==> config.mk <==
export PLATFORM = sky130hd
export DESIGN_NAME = seq_detect_scheduler
export DESIGN_NICKNAME = d
export VERILOG_FILES = /design/src/rtl/seq_detect_scheduler.sv
export SDC_FILE = /design/constraint.sdc
export NUM_CORES = 1
export LEC_CHECK = 0
export BUFFER_PORTS_ARGS = -buffer_cell sky130_fd_sc_hd__buf_2
export CORE_MARGIN = 4
export CORE_UTILIZATION = 35
export CTS_CLUSTER_SIZE = 28
export DETAILED_ROUTE_END_ITERATION = 6
export PLACE_DENSITY = 0.66
export SETUP_SLACK_MARGIN = 0.2
export SLEW_MARGIN = 5
export SYNTH_ARGS = -nofsm -noshare
export SYNTH_HDL_FRONTEND = slang
export SYNTH_SLANG_ARGS = --single-unit
==> constraint.sdc <==
create_clock -name clock -period 2.3 [get_ports clock]
set_clock_uncertainty 0.1 [all_clocks]
set_input_delay 0.46 -clock clock [delete_from_list [all_inputs] [get_ports clock]]
set_output_delay 0.46 -clock clock [all_outputs]
set_load 0.01 [all_outputs]
==> src/rtl/seq_detect_scheduler.sv <==
// seq_detect_scheduler
// Shares one serial sequence-detector among NREQ requesters. A round-robin
// arbiter picks a job word, the detector is cleared, the word is shifted in
// MSB first, and the number of detector hits seen after each shifted bit is
// returned together with a one-cycle done pulse.
module seq_detect_scheduler #(
    parameter int NREQ  = 4,
    parameter int WIDTH = 8,
    parameter int CNT_W = 4
) (
    input  logic                    clock,
    input  logic                    reset,
    input  logic [NREQ-1:0]         req,
    input  logic [NREQ*WIDTH-1:0]   req_data,
    output logic [NREQ-1:0]         grant,
    input  logic                    step_en,
    output logic                    det_clr,
    output logic                    det_en,
    output logic                    det_w,
    input  logic                    det_hit,
    output logic                    busy,
    output logic                    done,
    output logic [$clog2(NREQ)-1:0] done_id,
    output logic [CNT_W-1:0]        hit_count
);

    localparam int ID_W  = $clog2(NREQ);
    localparam int BIT_W = $clog2(WIDTH + 1);

    typedef enum logic [2:0] {
        IDLE,
        CLEAR,
        SHIFT,
        DRAIN,
        DONE
    } state_t;

    state_t           state_q,    state_d;
    logic [WIDTH-1:0] shiftReg_q, shiftReg_d;
    logic [BIT_W-1:0] bitCnt_q,   bitCnt_d;
    logic [ID_W-1:0]  jobId_q,    jobId_d;
    logic [ID_W-1:0]  rrPtr_q,    rrPtr_d;
    logic [CNT_W-1:0] acc_q,      acc_d;
    logic [CNT_W-1:0] hitCount_q, hitCount_d;
    logic             valid_q,    valid_d;

    logic             grantValid;
    logic [ID_W-1:0]  grantIdx;
    logic             sampleHit;

    // Round-robin pick: the first active request after the last-served requester.
    always_comb begin
        int cand;
        grantValid = 1'b0;
        grantIdx   = '0;
        cand       = 0;
        for (int i = 1; i <= NREQ; i++) begin
            cand = (int'(rrPtr_q) + i) % NREQ;
            if (!grantValid && req[ID_W'(cand)]) begin
                grantValid = 1'b1;
                grantIdx   = ID_W'(cand);
            end
        end
    end

    // Job sequencing: next-state, datapath updates and detector-facing outputs.
    // The result register is loaded on entry to DONE so hit_count is already
    // valid during the done pulse, including the sample taken in DRAIN.
    always_comb begin
        state_d    = state_q;
        shiftReg_d = shiftReg_q;
        bitCnt_d   = bitCnt_q;
        jobId_d    = jobId_q;
        rrPtr_d    = rrPtr_q;
        acc_d      = acc_q;
        hitCount_d = hitCount_q;
        grant      = '0;
        det_clr    = reset;
        det_en     = 1'b0;
        det_w      = 1'b0;
        done       = 1'b0;

        sampleHit = valid_q && det_hit && ((state_q == SHIFT) || (state_q == DRAIN));
        if (sampleHit && (acc_q != {CNT_W{1'b1}})) begin
            acc_d = acc_q + CNT_W'(1);
        end

        case (state_q)
            IDLE: begin
                if (grantValid && !reset) begin
                    grant      = NREQ'(1) << grantIdx;
                    shiftReg_d = req_data[int'(grantIdx)*WIDTH +: WIDTH];
                    jobId_d    = grantIdx;
                    rrPtr_d    = grantIdx;
                    acc_d      = '0;
                    state_d    = CLEAR;
                end
            end
            CLEAR: begin
                det_clr  = 1'b1;
                bitCnt_d = BIT_W'(WIDTH);
                state_d  = SHIFT;
            end
            SHIFT: begin
                det_w = shiftReg_q[WIDTH-1];
                if (step_en) begin
                    det_en     = 1'b1;
                    shiftReg_d = shiftReg_q << 1;
                    bitCnt_d   = bitCnt_q - BIT_W'(1);
                    if (bitCnt_q == BIT_W'(1)) begin
                        state_d = DRAIN;
                    end
                end
            end
            DRAIN: begin
                hitCount_d = acc_d;
                state_d    = DONE;
            end
            DONE: begin
                done    = 1'b1;
                state_d = IDLE;
            end
            default: begin
                state_d = IDLE;
            end
        endcase

        valid_d = det_en;
    end

    // State and datapath registers with synchronous reset back to IDLE.
    always_ff @(posedge clock) begin
        if (reset) begin
            state_q    <= IDLE;
            shiftReg_q <= '0;
            bitCnt_q   <= '0;
            jobId_q    <= '0;
            rrPtr_q    <= ID_W'(NREQ - 1);
            acc_q      <= '0;
            hitCount_q <= '0;
            valid_q    <= 1'b0;
        end else begin
            state_q    <= state_d;
            shiftReg_q <= shiftReg_d;
            bitCnt_q   <= bitCnt_d;
            jobId_q    <= jobId_d;
            rrPtr_q    <= rrPtr_d;
            acc_q      <= acc_d;
            hitCount_q <= hitCount_d;
            valid_q    <= valid_d;
        end
    end

    assign busy      = (state_q != IDLE);
    assign done_id   = jobId_q;
    assign hit_count = hitCount_q;

endmodule
## Yosys cells after proc, flatten, opt, wreduce, memory -nomap -nowiden

Index checks and enable logic that the tools add are counted.

| operators by class | value |
|---|---|
| $add $sub $neg | 6 |
| $lt $le $gt $ge | 4 |
| shift operators | 2 |
| multiplexer cells | 39 |
| eq/ne operators | 9 |
| reduce and logical (&&, ||, !) cells | 20 |

Operators with widths:

| kind | count |
|---|---|
| 32-bit by 6-bit indexed part select with 8-bit output | 1 |
| 4-bit 2-to-1 mux | 6 |
| 1-bit 2-to-1 mux | 17 |
| 2-bit by 4-bit less-than comparator with 1-bit output (second input constant) | 4 |
| 8-bit 2-to-1 mux | 2 |
| 8-bit case mux with 2 select lines | 1 |
| 3-bit case mux with 4 select lines | 1 |
| 3-bit 2-to-1 mux | 3 |
| 1-bit binary-select mux with 2-bit select | 4 |
| 2-bit 2-to-1 mux | 4 |
| 4-bit case mux with 2 select lines | 1 |
| 1-bit logical AND | 7 |
| 3-bit by 2-bit equality test with 1-bit output (second input constant) | 2 |
| 3-bit AND reduction | 2 |
| 2-bit by 1-bit adder with 2-bit output (second input constant) | 2 |
| 2-bit adder (second input constant) | 2 |
| 4-bit by 1-bit adder with 4-bit output (second input constant) | 1 |
| 4-bit by 1-bit equality test with 1-bit output (second input constant) | 1 |
| 1-bit zero test | 4 |
| 2-bit != test (second input constant) | 2 |
| 4-bit != test (second input constant) | 1 |
| 2-bit AND reduction | 2 |
| 2-bit nonzero test | 2 |
| 1-bit by 2-bit left shift with 4-bit output (first input constant) | 1 |
| other kinds (7) | 7 |

| word-level totals | value |
|---|---|
| register bits after elaboration | 28 |
| output and inout bits | 15 |

## Logic depth before layout (Yosys ltp)

| logic depth | value |
|---|---|
| word-level depth | 17 |
| mapped depth | 9 |
| mapped depth without buffers | 7 |

## Worst setup path before layout

Ideal clock, no wire load.

| timing | value |
|---|---|
| path type | register -> output |
| start | register rrPtr_q[1] |
| end | output port grant[2] |
| stages on the path, launching flop included | 7 |
| arrival time | 1.543 ns |
| buffers on the path | 2 |
| setup slack | 0.197 ns |
| cells stage by stage | dfxtp_1 buf_2 mux2i_1 o21a_1 clkbuf_1 o21ai_0 nor3_1 |

| between the ends | value |
|---|---|
| word-level cells in the longest chain between the ends | 17 |
| elaborated cells between the ends (all ways) | 34 |
| those cells by class | add/sub (4); shift (1); mux (22); reduce/logical (7) |

RTL lines:

| what | RTL line | RTL |
|---|---|---|
| from (decl) | 42 | `logic [ID_W-1:0] rrPtr_q, rrPtr_d;` |
| from (signal assigned) | 138 | `rrPtr_q <= ID_W'(NREQ - 1);` |
| from (signal assigned) | 147 | `rrPtr_q <= rrPtr_d;` |
| 2-bit by 1-bit adder with 2-bit output | 58 | `cand = (int'(rrPtr_q) + i) % NREQ;` |
| 1-bit binary-select mux with 2-bit select | 59 | `if (!grantValid && req[ID_W'(cand)]) begin` |
| 1-bit 2-to-1 mux (implied by the code) (2 in series) | 59 |  |
| 1-bit 2-to-1 mux | 59 |  |
| 1-bit zero test | 59 |  |
| 1-bit logical AND | 59 |  |
| 1-bit 2-to-1 mux | 59 |  |
| 1-bit zero test | 59 |  |
| 1-bit logical AND | 59 |  |
| 1-bit 2-to-1 mux | 59 |  |
| 1-bit zero test | 59 |  |
| 1-bit logical AND | 59 |  |
| 2-bit 2-to-1 mux / 1-bit 2-to-1 mux (equally long branches) | 59 |  |
| 1-bit by 2-bit left shift with 4-bit output / 1-bit logical AND (equally long branches) | 91, 90 |  |
| 4-bit 2-to-1 mux * | 90 | `if (grantValid && !reset) begin` |
| 4-bit 2-to-1 mux * | 88 | `case (state_q)` |
| to (decl) | 15 | `output logic [NREQ-1:0] grant,` |

Mark *: on every way between the ends. The rest lies on a longest branch, timed or not. The select of a mux whose other input is x is not followed.

## Worst setup path in the final report

| timing | value |
|---|---|
| start | register state_q[2] |
| end | output port grant[0] |

| between the ends | value |
|---|---|
| word-level cells in the longest chain between the ends | 2 |

RTL lines:

| what | RTL line | RTL |
|---|---|---|
| from (decl) | 38 | `state_t state_q, state_d;` |
| from (signal assigned) | 143 | `state_q <= state_d;` |
| 3-bit zero test | 88 |  |
| 4-bit 2-to-1 mux | 88 |  |

Every way passes these cells.

==> metrics.log <==
[metrics] total placed cells including tap cells: 324
[metrics] CTS HTree Levels: 1
[metrics] critical path startpoint category: flop
[metrics] Worst Path Class, Setup: flop to output pin
[metrics] Critical Path RT: 1.74 ns
[metrics] internal cell power: 1.27 mW
[metrics] area of all placed cells without fillers: 2310 µm²
[metrics] clock sinks: 28
[metrics] setup TNS after final layout: 0 ns
[metrics] count of cell types in the netlist: 43
[metrics] final cell count without fillers: 338
[metrics] placement-stage worst setup slack: 0.0572 ns
[metrics] first-pass detailed-route iteration total: 4
[metrics] net switching component of the power: 727 µW
[metrics] startpoint of the worst hold path: done_id[1]$_SDFFE_PP0P_
[metrics] yosys warns: 0
[metrics] switching part of the total: 36.4%
[metrics] setup-violating endpoint count in the final report: 0
[metrics] reg2reg path depth: 5
[metrics] Seq/Total Area, Yosys: 33.3%
[metrics] footprint of the multi-input gates: 1080 µm²
[metrics] unrepaired setup endpoints after global routing: yes
[metrics] buffer and inverter count on the worst path: 2
[metrics] Buffers on Ports: 54
[metrics] startpoint of the worst register-to-register path: rrPtr_q[1]$_SDFFE_PP1P_
[metrics] placement row count: 24
[metrics] class of the tightest hold or removal check: flop to flop
[metrics] cell area power density: 865 nW/µm²
[metrics] Endpoint, Worst Hold: done_id[1]$_SDFFE_PP0P_
[metrics] Max VDD drop: 0.360 mV
[metrics] Post-Syn Instances: 217
[metrics] synthesized netlist net count: 260
[metrics] worst endpoint data arrival time: 1.64 ns
[metrics] Pins Over Slew Limit: 0
[metrics] Placeable Area: 4500 µm²
[metrics] die area: 5990 µm²
[metrics] hold_buf cts: 0
[metrics] worst setup slack for register-to-register paths: 0.41 ns
[metrics] vias: 1757
[metrics] share of cells above drive strength 1: 36.7%
[metrics] TritonCTS clock tree: done
[metrics] power share of the clock group: 15.1%
[metrics] count of fill cells added during filler insertion: 440
[metrics] total design power: 1.99 mW
[metrics] area delta synth->final: 36.8%
[metrics] cell family with most CP delay: simple AND/OR/NAND/NOR gates
[metrics] Sequential Power Share: 33.6%
[metrics] Final Hold Fails: 0
[metrics] total routed wirelength: 4.54 mm
[metrics] commonest non-fill, non-tap cells in the layout: 52 x sky130_fd_sc_hd__buf_2, 23 x sky130_fd_sc_hd__dfxtp_1, 20 x sky130_fd_sc_hd__nor2_1, 20 x sky130_fd_sc_hd__buf_4, 14 x sky130_fd_sc_hd__o21ai_0
[metrics] global-route total usage across every layer: 14.8%
[metrics] overflow left after global routing: 0
[metrics] CTS clock-pin slew for the worst setup and hold paths: 0.09 ns
[metrics] detailed placer's ending HPWL: 3.39 mm
[metrics] number of antenna violations at the first check in global routing: 0
[metrics] Avg Cell Area, Syn: 7.77 µm²
[metrics] main combinational cell family by area after synthesis: compound AO/OA/AOI/OAI gates
[metrics] sequential standard cell area: 572 µm²
[metrics] post-DR vias/cell: 5.20
[metrics] starting DRC count in detailed routing: 47
[metrics] post-synthesis adder-cell area fraction: 2.23%
[metrics] Gate power share: 51.3%
[metrics] crit-path max FO: 3
[metrics] Root Buffer: sky130_fd_sc_hd__clkbuf_8
[metrics] area fraction in compound gates after synthesis: 26.9%
[metrics] delay of the slowest cell on the worst path: 0.37 ns
[metrics] highest achievable clock rate: 0.454 GHz
[metrics] mux contribution to synthesized area: 2.38%
[metrics] count of boundary I/O pins: 55
[metrics] final core occ: 51.2%
[metrics] number of stages on the worst hold path: 2
[metrics] buffer depth of the longest clock path: 2
[metrics] count of inserted antenna diode cells: 0
[metrics] wire length of the first global-routing pass: 7.45 mm
[metrics] portion of synthesized cell area occupied by the leading cell type: 33.3%
[metrics] die outline width: 77.4 µm
[metrics] clk_lat worst skew: 0.27 ns
[metrics] standard cell with the maximum stage delay on the critical path: sky130_fd_sc_hd__or3_4
[metrics] mapped cell area: 1690 µm²
[metrics] largest net degree at the start of global routing: 23
[metrics] final critical-path setup slack: 0.0953 ns
[metrics] top post-synthesis cells by area: sky130_fd_sc_hd__dfxtp_1 33%, sky130_fd_sc_hd__nor2_1 4.5%, sky130_fd_sc_hd__o21ai_0 4.5%
[metrics] Leakage Power: 1.07 nW
[metrics] Post-Route Hold Slack: 0.366 ns
[metrics] flop and latch count out of synthesis: 28
[metrics] Simple-Gate Fraction of Synth Area: 26.7%
[metrics] Nets: 330
[metrics] endpoint of the worst-slack reg-to-reg timing path: shiftReg_q[7]$_SDFFE_PP0P_
[metrics] starting density of the core: 37.4%
[metrics] biggest area consumer among synthesized cells: sky130_fd_sc_hd__dfxtp_1
[metrics] worst slew pin tran: 0.589 ns
[metrics] status: complete, no violations
[metrics] category of the worst setup path capture point: output pin
[metrics] number of buffers created by CTS: 3
[metrics] most common cell after layout, fill and taps aside: sky130_fd_sc_hd__buf_2
[metrics] final antenna-violating net count: 0
[metrics] CP cell instances: nor3_4 > buf_6 > nand2_4 > or3_4 > nor2_1 > buf_2
[metrics] Max Cap Violations: 0
[metrics] post-synthesis share of cell area spent on xor and xnor gates: 2.60%
[metrics] DRC viols: 0
[metrics] average wire length per cell after detail routing: 13.4 µm
[metrics] share of the clock period used by the worst path after layout: 95.9%
[metrics] Placed Instance Area: 2070 µm²
[metrics] vias in the first global route: 1643
[metrics] routability cong.: 0.769
[metrics] relative slew slack: 60.7%
[metrics] Vert. Die Dim: 77.4 µm
[metrics] minimum clock period after layout: 2.20 ns
==> area by class of cell <==
type,instances,share of cell area [%]
inverter,8,1.30
multi-input combinational,166,47.0
timing repair buffer,80,21.7
clock buffer,4,2.39
sequential,28,24.8
tap,52,2.82
==> power by group through the flow <==
stage | Combinational (mW) | Clock (mW) | Sequential [mW]
floorplan | 0.560 | 0 | 0.648
global placement | 0.807 | 0 | 0.661
detailed placement | 0.816 | 0 | 0.665
CTS | 0.941 | 0.307 | 0.667
global route | 1.13 | 0.329 | 0.683
finish | 1.02 | 0.301 | 0.670
==> layer usage <==
metal | global-route usage (%) | vias to the layer above | routed length (µm)
li1 | - | 915 | -
met1 | 20.0 | 783 | 2160
met2 | 24.4 | 57 | 2080
met3 | 3.59 | 2 | 303
met4 | 2.67 | 0 | 10
met5 | 0 | - | 0
==> cell usage after synthesis <==
cell and instances:
sky130_fd_sc_hd__nand4_1 2, sky130_fd_sc_hd__nand3_1 10, sky130_fd_sc_hd__nor3_1 9, sky130_fd_sc_hd__nand3b_1 2, sky130_fd_sc_hd__xnor2_1 3, sky130_fd_sc_hd__buf_2 4
sky130_fd_sc_hd__a21o_1 8, sky130_fd_sc_hd__nand2_1 10, sky130_fd_sc_hd__o21a_1 4, sky130_fd_sc_hd__ha_1 3, sky130_fd_sc_hd__a211o_1 1, sky130_fd_sc_hd__nor3b_1 2
sky130_fd_sc_hd__or2b_1 1, sky130_fd_sc_hd__o31a_1 1, sky130_fd_sc_hd__or3_1 1, sky130_fd_sc_hd__a21boi_0 7, sky130_fd_sc_hd__a21oi_1 11, sky130_fd_sc_hd__and3_1 6
sky130_fd_sc_hd__o31ai_1 1, sky130_fd_sc_hd__o21ai_0 15, sky130_fd_sc_hd__xor2_1 2, sky130_fd_sc_hd__mux2i_1 4, sky130_fd_sc_hd__nand2b_1 3, sky130_fd_sc_hd__nor2b_1 3
sky130_fd_sc_hd__a22oi_1 1, sky130_fd_sc_hd__inv_1 8, sky130_fd_sc_hd__and2_1 3, sky130_fd_sc_hd__nor4_1 5, sky130_fd_sc_hd__buf_1 1, sky130_fd_sc_hd__buf_6 1
sky130_fd_sc_hd__clkbuf_1 9, sky130_fd_sc_hd__nor3b_2 1, sky130_fd_sc_hd__o211ai_2 1, sky130_fd_sc_hd__and2_2 1, sky130_fd_sc_hd__o21ai_1 2, sky130_fd_sc_hd__a211oi_1 4
sky130_fd_sc_hd__o21bai_1 7, sky130_fd_sc_hd__dfxtp_1 28, sky130_fd_sc_hd__or4_4 1, sky130_fd_sc_hd__a31oi_1 7, sky130_fd_sc_hd__or2_2 2, sky130_fd_sc_hd__nor2_1 20
sky130_fd_sc_hd__or3b_1 2
==> timing repair <==
action	CTS	global route
resized for setup	17	15
setup endpoints to repair	4	8
pin swaps	4	2
setup buffers	9	1
hold endpoints to repair	0	0
==> state kept, by name, indices dropped and copies added, names as in the netlist <==
signal / flops
bitCnt_q: 4
shiftReg_q: 8
hit_count: 4
valid_q: 1
rrPtr_q: 2
done_id: 2
acc_q: 4
state_q: 3
==> worst max path at each step <==
stage | from | to | slack (ns) | cells past startpoint
finish | state_q[2]$_SDFFE_PP0P_ | grant[0] | 0.1 | 6
global route | state_q[2]$_SDFFE_PP0P_ | grant[1] | -0.02 | 6
CTS | state_q[0]$_SDFFE_PP0P_ | grant[1] | 0.12 | 6
detailed placement | req[3] | grant[2] | 0.06 | 6
global placement | req[3] | grant[3] | 0.09 | 6
floorplan | rrPtr_q[1]$_SDFFE_PP1P_ | grant[2] | 0.20 | 6
==> cells by family after synthesis <==
| group | count (synthesis) |
|---|---|
| and+or+nand+nor | 84 |
| AOI/OAI and AO/OA | 70 |
| DFF | 28 |
| buffers and inverters | 23 |
| xor gates and xnor gates | 5 |
| muxes | 4 |
| adders and majority gates | 3 |
==> worst min-delay path, stage by stage, from the launching register on <==
cell and delay [ns]:
sky130_fd_sc_hd__dfxtp_1 0.32, sky130_fd_sc_hd__nand2_1 0.05, sky130_fd_sc_hd__a21oi_1 0.05
Note: power is estimated with default switching activity, not from simulation.
